## src/rtl/demux_stream_pkg.sv

```systemverilog
// Shared definitions for the demux_stream block: channel index type,
// channel count, statistics counter width and the saturating increment.
package demux_stream_pkg;

  localparam int NUM_CH = 4;
  localparam int STAT_W = 8;

  typedef logic [1:0] ch_idx_t;

  // Increment that sticks at all-ones instead of wrapping.
  function automatic logic [STAT_W-1:0] sat_inc(input logic [STAT_W-1:0] v);
    return (v == '1) ? v : v + STAT_W'(1);
  endfunction

endpackage

```

## src/rtl/demux_chan_fifo.sv

```systemverilog
// One output channel of demux_stream: a first-word-fall-through FIFO whose
// head word is held in a register, so the output keeps its last value once
// the buffer runs empty and reads zero straight out of reset.
module demux_chan_fifo #(
  parameter int DATA_W = 4,
  parameter int DEPTH  = 2
) (
  input  logic              clk,
  input  logic              rst,
  input  logic              push,
  input  logic [DATA_W-1:0] wr_data,
  input  logic              rd_ready,
  output logic              full,
  output logic              valid,
  output logic [DATA_W-1:0] head
);

  localparam int PTR_W = $clog2(DEPTH);
  localparam int CNT_W = PTR_W + 1;

  logic [DATA_W-1:0] mem [DEPTH];
  logic [PTR_W-1:0]  wr_ptr;
  logic [PTR_W-1:0]  rd_ptr;
  logic [PTR_W-1:0]  rd_ptr_nxt;
  logic [CNT_W-1:0]  count;
  logic              wr_en;
  logic              pop;

  assign full       = (count == CNT_W'(DEPTH));
  assign valid      = (count != '0);
  assign wr_en      = push & ~full;
  assign pop        = valid & rd_ready;
  assign rd_ptr_nxt = rd_ptr + PTR_W'(1);

  // Storage array: data only, no reset needed since pointers define content.
  always_ff @(posedge clk) begin
    if (wr_en) begin
      mem[wr_ptr] <= wr_data;
    end
  end

  // Pointers, occupancy and the registered head word.
  always_ff @(posedge clk) begin
    if (rst) begin
      wr_ptr <= '0;
      rd_ptr <= '0;
      count  <= '0;
      head   <= '0;
    end else begin
      if (wr_en) begin
        wr_ptr <= wr_ptr + PTR_W'(1);
      end
      if (pop) begin
        rd_ptr <= rd_ptr_nxt;
      end
      case ({wr_en, pop})
        2'b10:   count <= count + CNT_W'(1);
        2'b01:   count <= count - CNT_W'(1);
        default: count <= count;
      endcase
      // The next head comes from the slot behind the popped one when it is
      // already filled; otherwise an incoming word becomes the head directly
      // (that slot is being written this very cycle).
      if (pop) begin
        if (count > CNT_W'(1)) begin
          head <= mem[rd_ptr_nxt];
        end else if (wr_en) begin
          head <= wr_data;
        end
      end else if (wr_en && (count == '0)) begin
        head <= wr_data;
      end
    end
  end

endmodule

```

## src/rtl/demux_stream.sv

```systemverilog
// demux_stream: steers each input word to one of four buffered output
// channels selected by sel. Each channel is an independent FWFT FIFO.
// Optional per-channel accept counters are built when DEMUX_STREAM_STATS_EN
// is defined (adds stat_clr / stat_cnt ports).
module demux_stream
  import demux_stream_pkg::*;
#(
  parameter int DATA_W = 4,
  parameter int DEPTH  = 2
) (
  input  logic                     clk,
  input  logic                     rst,
  input  logic [DATA_W-1:0]        din,
  input  ch_idx_t                  sel,
  input  logic                     in_valid,
  output logic                     in_ready,
  output logic [DATA_W-1:0]        y0,
  output logic [DATA_W-1:0]        y1,
  output logic [DATA_W-1:0]        y2,
  output logic [DATA_W-1:0]        y3,
  output logic [NUM_CH-1:0]        out_valid,
  input  logic [NUM_CH-1:0]        out_ready
`ifdef DEMUX_STREAM_STATS_EN
  ,
  input  logic                     stat_clr,
  output logic [NUM_CH*STAT_W-1:0] stat_cnt
`endif
);

  logic [NUM_CH-1:0] full_vec;
  logic [NUM_CH-1:0] push_vec;
  logic [DATA_W-1:0] y_arr [NUM_CH];

  // Readiness depends only on the selected channel's fullness.
  assign in_ready = ~full_vec[sel];

  for (genvar k = 0; k < NUM_CH; k++) begin : g_ch
    assign push_vec[k] = in_valid & (sel == ch_idx_t'(k)) & ~full_vec[k];

    demux_chan_fifo #(
      .DATA_W (DATA_W),
      .DEPTH  (DEPTH)
    ) u_fifo (
      .clk      (clk),
      .rst      (rst),
      .push     (push_vec[k]),
      .wr_data  (din),
      .rd_ready (out_ready[k]),
      .full     (full_vec[k]),
      .valid    (out_valid[k]),
      .head     (y_arr[k])
    );
  end

  assign y0 = y_arr[0];
  assign y1 = y_arr[1];
  assign y2 = y_arr[2];
  assign y3 = y_arr[3];

`ifdef DEMUX_STREAM_STATS_EN
  // Saturating per-channel accept counters; clear wins over increment.
  always_ff @(posedge clk) begin
    if (rst || stat_clr) begin
      stat_cnt <= '0;
    end else begin
      for (int k = 0; k < NUM_CH; k++) begin
        if (push_vec[k]) begin
          stat_cnt[k*STAT_W +: STAT_W] <= sat_inc(stat_cnt[k*STAT_W +: STAT_W]);
        end
      end
    end
  end
`endif

endmodule

```

## config.mk

```make
export PLATFORM = sky130hd
export DESIGN_NAME = demux_stream
export DESIGN_NICKNAME = d
export VERILOG_FILES = /design/src/rtl/demux_stream_pkg.sv /design/src/rtl/demux_chan_fifo.sv /design/src/rtl/demux_stream.sv
export SDC_FILE = /design/constraint.sdc
export NUM_CORES = 1
export LEC_CHECK = 0
export CORE_MARGIN = 2
export CORE_UTILIZATION = 50
export CTS_CLUSTER_DIAMETER = 50
export DETAILED_ROUTE_END_ITERATION = 8
export GPL_TIMING_DRIVEN = 0
export HOLD_SLACK_MARGIN = 0.05
export PLACE_DENSITY_LB_ADDON = 0.05
export SLEW_MARGIN = 20
export SYNTH_ARGS = -nofsm -noshare
export SYNTH_HDL_FRONTEND = slang
export SYNTH_HIERARCHICAL = 1
export SYNTH_SLANG_ARGS = --single-unit
```

## constraint.sdc

```tcl
create_clock -name clk -period 1.93 [get_ports clk]
set_clock_uncertainty 0.2 [all_clocks]
set_input_delay 0.386 -clock clk [delete_from_list [all_inputs] [get_ports clk]]
set_output_delay 0.386 -clock clk [all_outputs]
set_load 0.02 [all_outputs]
```

==> run summary <==
STATUS
-------------------------------------------------------------------------------------------------
Outcome                                                                              finished with violations
Violated checks                                                                      setup timing

STA
-------------------------------------------------------------------------------------------------
Time the worst path needs with I/O delays and setup                                       2.12 ns
Tcrit/Tclk final                                                                             110%
Number of pins exceeding their max-slew limit in the final report                               0
Highest achievable clock rate                                                             471 MHz
Minimum hold slack                                                                       0.298 ns
Transition time of the tightest slew-check pin                                           0.664 ns
Total setup violations reported at the end of the flow                                          3
Post-route setup slack                                                                  -0.193 ns
RSZ-0062 raised after global routing                                                         true
Final Hold Vio Count                                                                            0
Slew headroom                                                                               55.8%

CRITICAL PATH
-------------------------------------------------------------------------------------------------
Worst setup path category                                                            flip-flop to primary output
Worst r2r dst                                                                        g_ch[2].u_fifo/count[1]
Cell depth of the worst flop-to-flop path                                                       9
Master of the slowest instance on the critical path                                        mux4_2
Critical R2R Launch                                                                  g_ch[2].u_fifo/count[0]
Data required time at the worst endpoint                                                  1.34 ns
Cell-by-cell trace of the critical path                                              inv_4 -> ha_4 -> mux4_2 -> inv_2 -> buf_6
Category of the worst setup path capture point                                       primary output
Largest stage delay, worst path                                                           0.48 ns
Critical path startpoint category                                                       flip-flop
Critical-path maximum fanout                                                                    3
Setup slack on the worst flop-to-flop path                                               -0.10 ns
Arrival time of data at the critical path endpoint                                        1.54 ns

SYNTH
-------------------------------------------------------------------------------------------------
Net count of the mapped netlist                                                               296
Biggest area consumer among synthesized cells                                            edfxtp_1
Cells after Synth                                                                             267
Sequential fraction of the synthesis area                                                   52.2%
Adder-cell area share of the yosys netlist                                                  6.53%
Fraction of synthesized cell area taken by the top area cell type                           31.3%
Count of warnings emitted by yosys                                                              6
Number of synthesized register bits                                                            64
Post-synthesis average cell area                                                         11.5 µm²
XOR/XNOR Fraction of Synth Area                                                             3.43%
Post-synthesis compound-gate area fraction                                                  10.9%
Dominant cells by area after synthesis                                               edfxtp_1 31%, dfxtp_1 21%, ha_1 6.5%
Number of distinct library cell variants in the gate-level netlist after synthesis             30
Combinational family with the most area after synthesis                              simple AND/OR/NAND/NOR gates
Summed instance area of the synthesized netlist                                       0.00307 mm²
Simple-Gate Fraction of Synth Area                                                          14.1%
Multiplexer area fraction after synthesis                                                   9.22%

DETAILED ROUTING
-------------------------------------------------------------------------------------------------
Detailed Routing Iterations Pass 1                                                              4
Count of routing violations after the opening detailed-route iteration                         74
DRC violation count after routing                                                               0
Vias after detailed routing                                                                  2269
Routed length per instance                                                                15.5 µm
Post-route ant nets                                                                             0
Avg Vias per Cell                                                                            5.47
Total Routed Length                                                                       6410 µm

FLOORPLAN
-------------------------------------------------------------------------------------------------
Die height                                                                                82.3 µm
Boundary pin count                                                                             34
DIE WIDTH                                                                                 82.3 µm
Row count                                                                                      28
Effective utilization at floorplan                                                          51.8%
DIE AREA                                                                              0.00678 mm²
Core Area                                                                             0.00592 mm²

GLOBAL ROUTE
-------------------------------------------------------------------------------------------------
Wire length of the first global-routing pass                                              9870 µm
Total Routing Usage GR                                                                      19.8%
Number of antenna violations at the first check in global routing                               0
Via count of the first global-routing pass                                                   2078
GRT overflow                                                                                    0
Pin count of the biggest net entering global routing                                           29

FINISH
-------------------------------------------------------------------------------------------------
Final antenna diode count                                                                       0
Utilization after layout                                                                    69.2%
Share of post-route cells with drive strength above 1                                       35.3%
Synthesis-to-layout area growth                                                             33.6%
Final Net Count                                                                               364

PLACEMENT
-------------------------------------------------------------------------------------------------
RePlAce Congestion                                                                          0.750
Half-perimeter wire length after placement                                                4050 µm
Post-placement worst setup slack                                                        -0.833 ns
# port buffers                                                                                 33

CTS
-------------------------------------------------------------------------------------------------
TritonCTS clock tree                                                                        built
Clock slew seen by the registers of the worst setup and hold paths                        0.07 ns
Clock insertion delay at the later pin of the skew report                                 0.33 ns
Total number of H-tree levels                                                                   3
Maximum number of buffers from clock root to sink                                               2
Hold bufs inserted after CTS                                                                    0
Sink count of the clock tree                                                                   64
Number of buffers created by CTS                                                                9
Clock root buffer                                                                        clkbuf_8

POWER
-------------------------------------------------------------------------------------------------
Pwr per Cell Area                                                                     1220 mW/mm²
Static leakage                                                                            1.53 nW
Maximum vdd ir drop                                                                        919 µV

FLOW RUN
-------------------------------------------------------------------------------------------------
Number of maximum-capacitance constraint violations                                             0

WORST HOLD PATH
-------------------------------------------------------------------------------------------------
Type of the tightest min-delay check                                                 flip-flop to flip-flop
Terminating pin of the worst hold path                                               g_ch[3].u_fifo/head[0]
Worst Min Path Start                                                                 g_ch[3].u_fifo/head[0]
Hold Path Stages                                                                                2

==> worst max-delay path by stage <==
stage,from,end,slack [ns]
floorplan,g_ch[0].u_fifo/count[0],g_ch[0].u_fifo/mem[0][0],0.007
global placement,sel[0],in_ready,-0.81
detailed placement,sel[0],in_ready,-0.83
CTS,g_ch[3].u_fifo/count[0],in_ready,-0.20
global route,g_ch[3].u_fifo/count[0],in_ready,-0.25
finish,g_ch[2].u_fifo/count[0],in_ready,-0.19
==> critical path: cells and delay by family (launching register included) <==
kind | cells | cell delay, ns
fa+ha+maj | 1 | 0.15
flops | 1 | 0.36
buf+inv | 3 | 0.23
mux | 1 | 0.48
==> cell type report <==
type	count	area (µm²)
Fill cell	458	1820
Sequential cell	64	1610
Multi-Input combinational cell	174	1590
Timing Repair Buffer	57	502
Clock buffer	15	166
Inverter	25	116
Tap cell	75	93.8
Buffer	4	15.0
Clock inverter	1	5.00
==> cell usage after synthesis, drive strengths merged <==
library cell and n:
ha 16, nor4b 9, and2b 8, xnor2 4, or2 4, nor2 28
mux4 1, a211oi 4, xor2 8, nor3 1, a211o 4, o21a 4
and4bb 1, mux2 16, a31oi 8, nand2 1, nand3 8, clkbuf 4
nor3b 1, a41oi 8, edfxtp 32, nand4bb 4, o21ai 24, inv 21
clkinv 4, dfxtp 32, mux2i 8, or3b 4
==> layout by cell type, fill, tap and decap left out, types with 8 or more instances in the layout <==
master	netlist	layout
mux2_2	16	16
clkdlybuf4s50_1	0	23
clkbuf_1	4	8
a31oi_1	8	8
and2b_2	4	8
o21ai_0	16	14
inv_1	21	14
nor4b_1	9	8
nand3_1	8	8
edfxtp_1	32	32
nor2_1	28	21
dfxtp_1	32	25
mux2i_1	8	8
ha_4	0	11
buf_4	0	23
clkbuf_8	0	11
o21ai_1	8	10
==> stage by stage <==
stage	instance area (µm²)	setup TNS, ns	cells	power [W]
after detailed placement	3520	-35.57	375	0.00354
final	4100	-0.325	415	0.00499
after floorplan	3090	0	267	0.00300
after CTS	3900	-0.361	400	0.00476
after global routing	4100	-1.11	415	0.00531
after global placement	3520	-33.71	375	0.00351
==> where the power goes <==
group	switching (W)	internal [W]
registers	0.000193	0.00166
clock network	0.000470	0.000537
logic	0.00102	0.00111
total	0.00168	0.00330
==> logic make-up after synthesis <==
logic type,after synthesis
AO/OA/AOI/OAI,52
XOR/XNOR,12
adder cells (fa/ha/maj),16
buffers and inverters,29
flip-flops,64
multiplexers,25
AND/OR/NAND/NOR,69
==> state kept, by name, indices dropped and copies added (netlist names) <==
name	count
g_ch.u_fifo/mem	32
g_ch.u_fifo/head	16
g_ch.u_fifo/count	8
g_ch.u_fifo/rd_ptr	4
g_ch.u_fifo/wr_ptr	4
==> what timing repair did <==
item                                    in CTS  in global routing
endpoints found under the hold margin        0                  0
endpoints found under the setup margin      65                 26
pin swaps                                    0                 13
resized for setup                           65                 22
setup buffers                                9                 15
==> routing by layer <==
metal  part of all wire, %  global-route usage, %
met1                    48                   27.5
met4                   1.4                   8.00
met5                     0                      0
met3                   4.2                   5.33
met2                    46                   29.3
(Power assumes the default switching activity.)
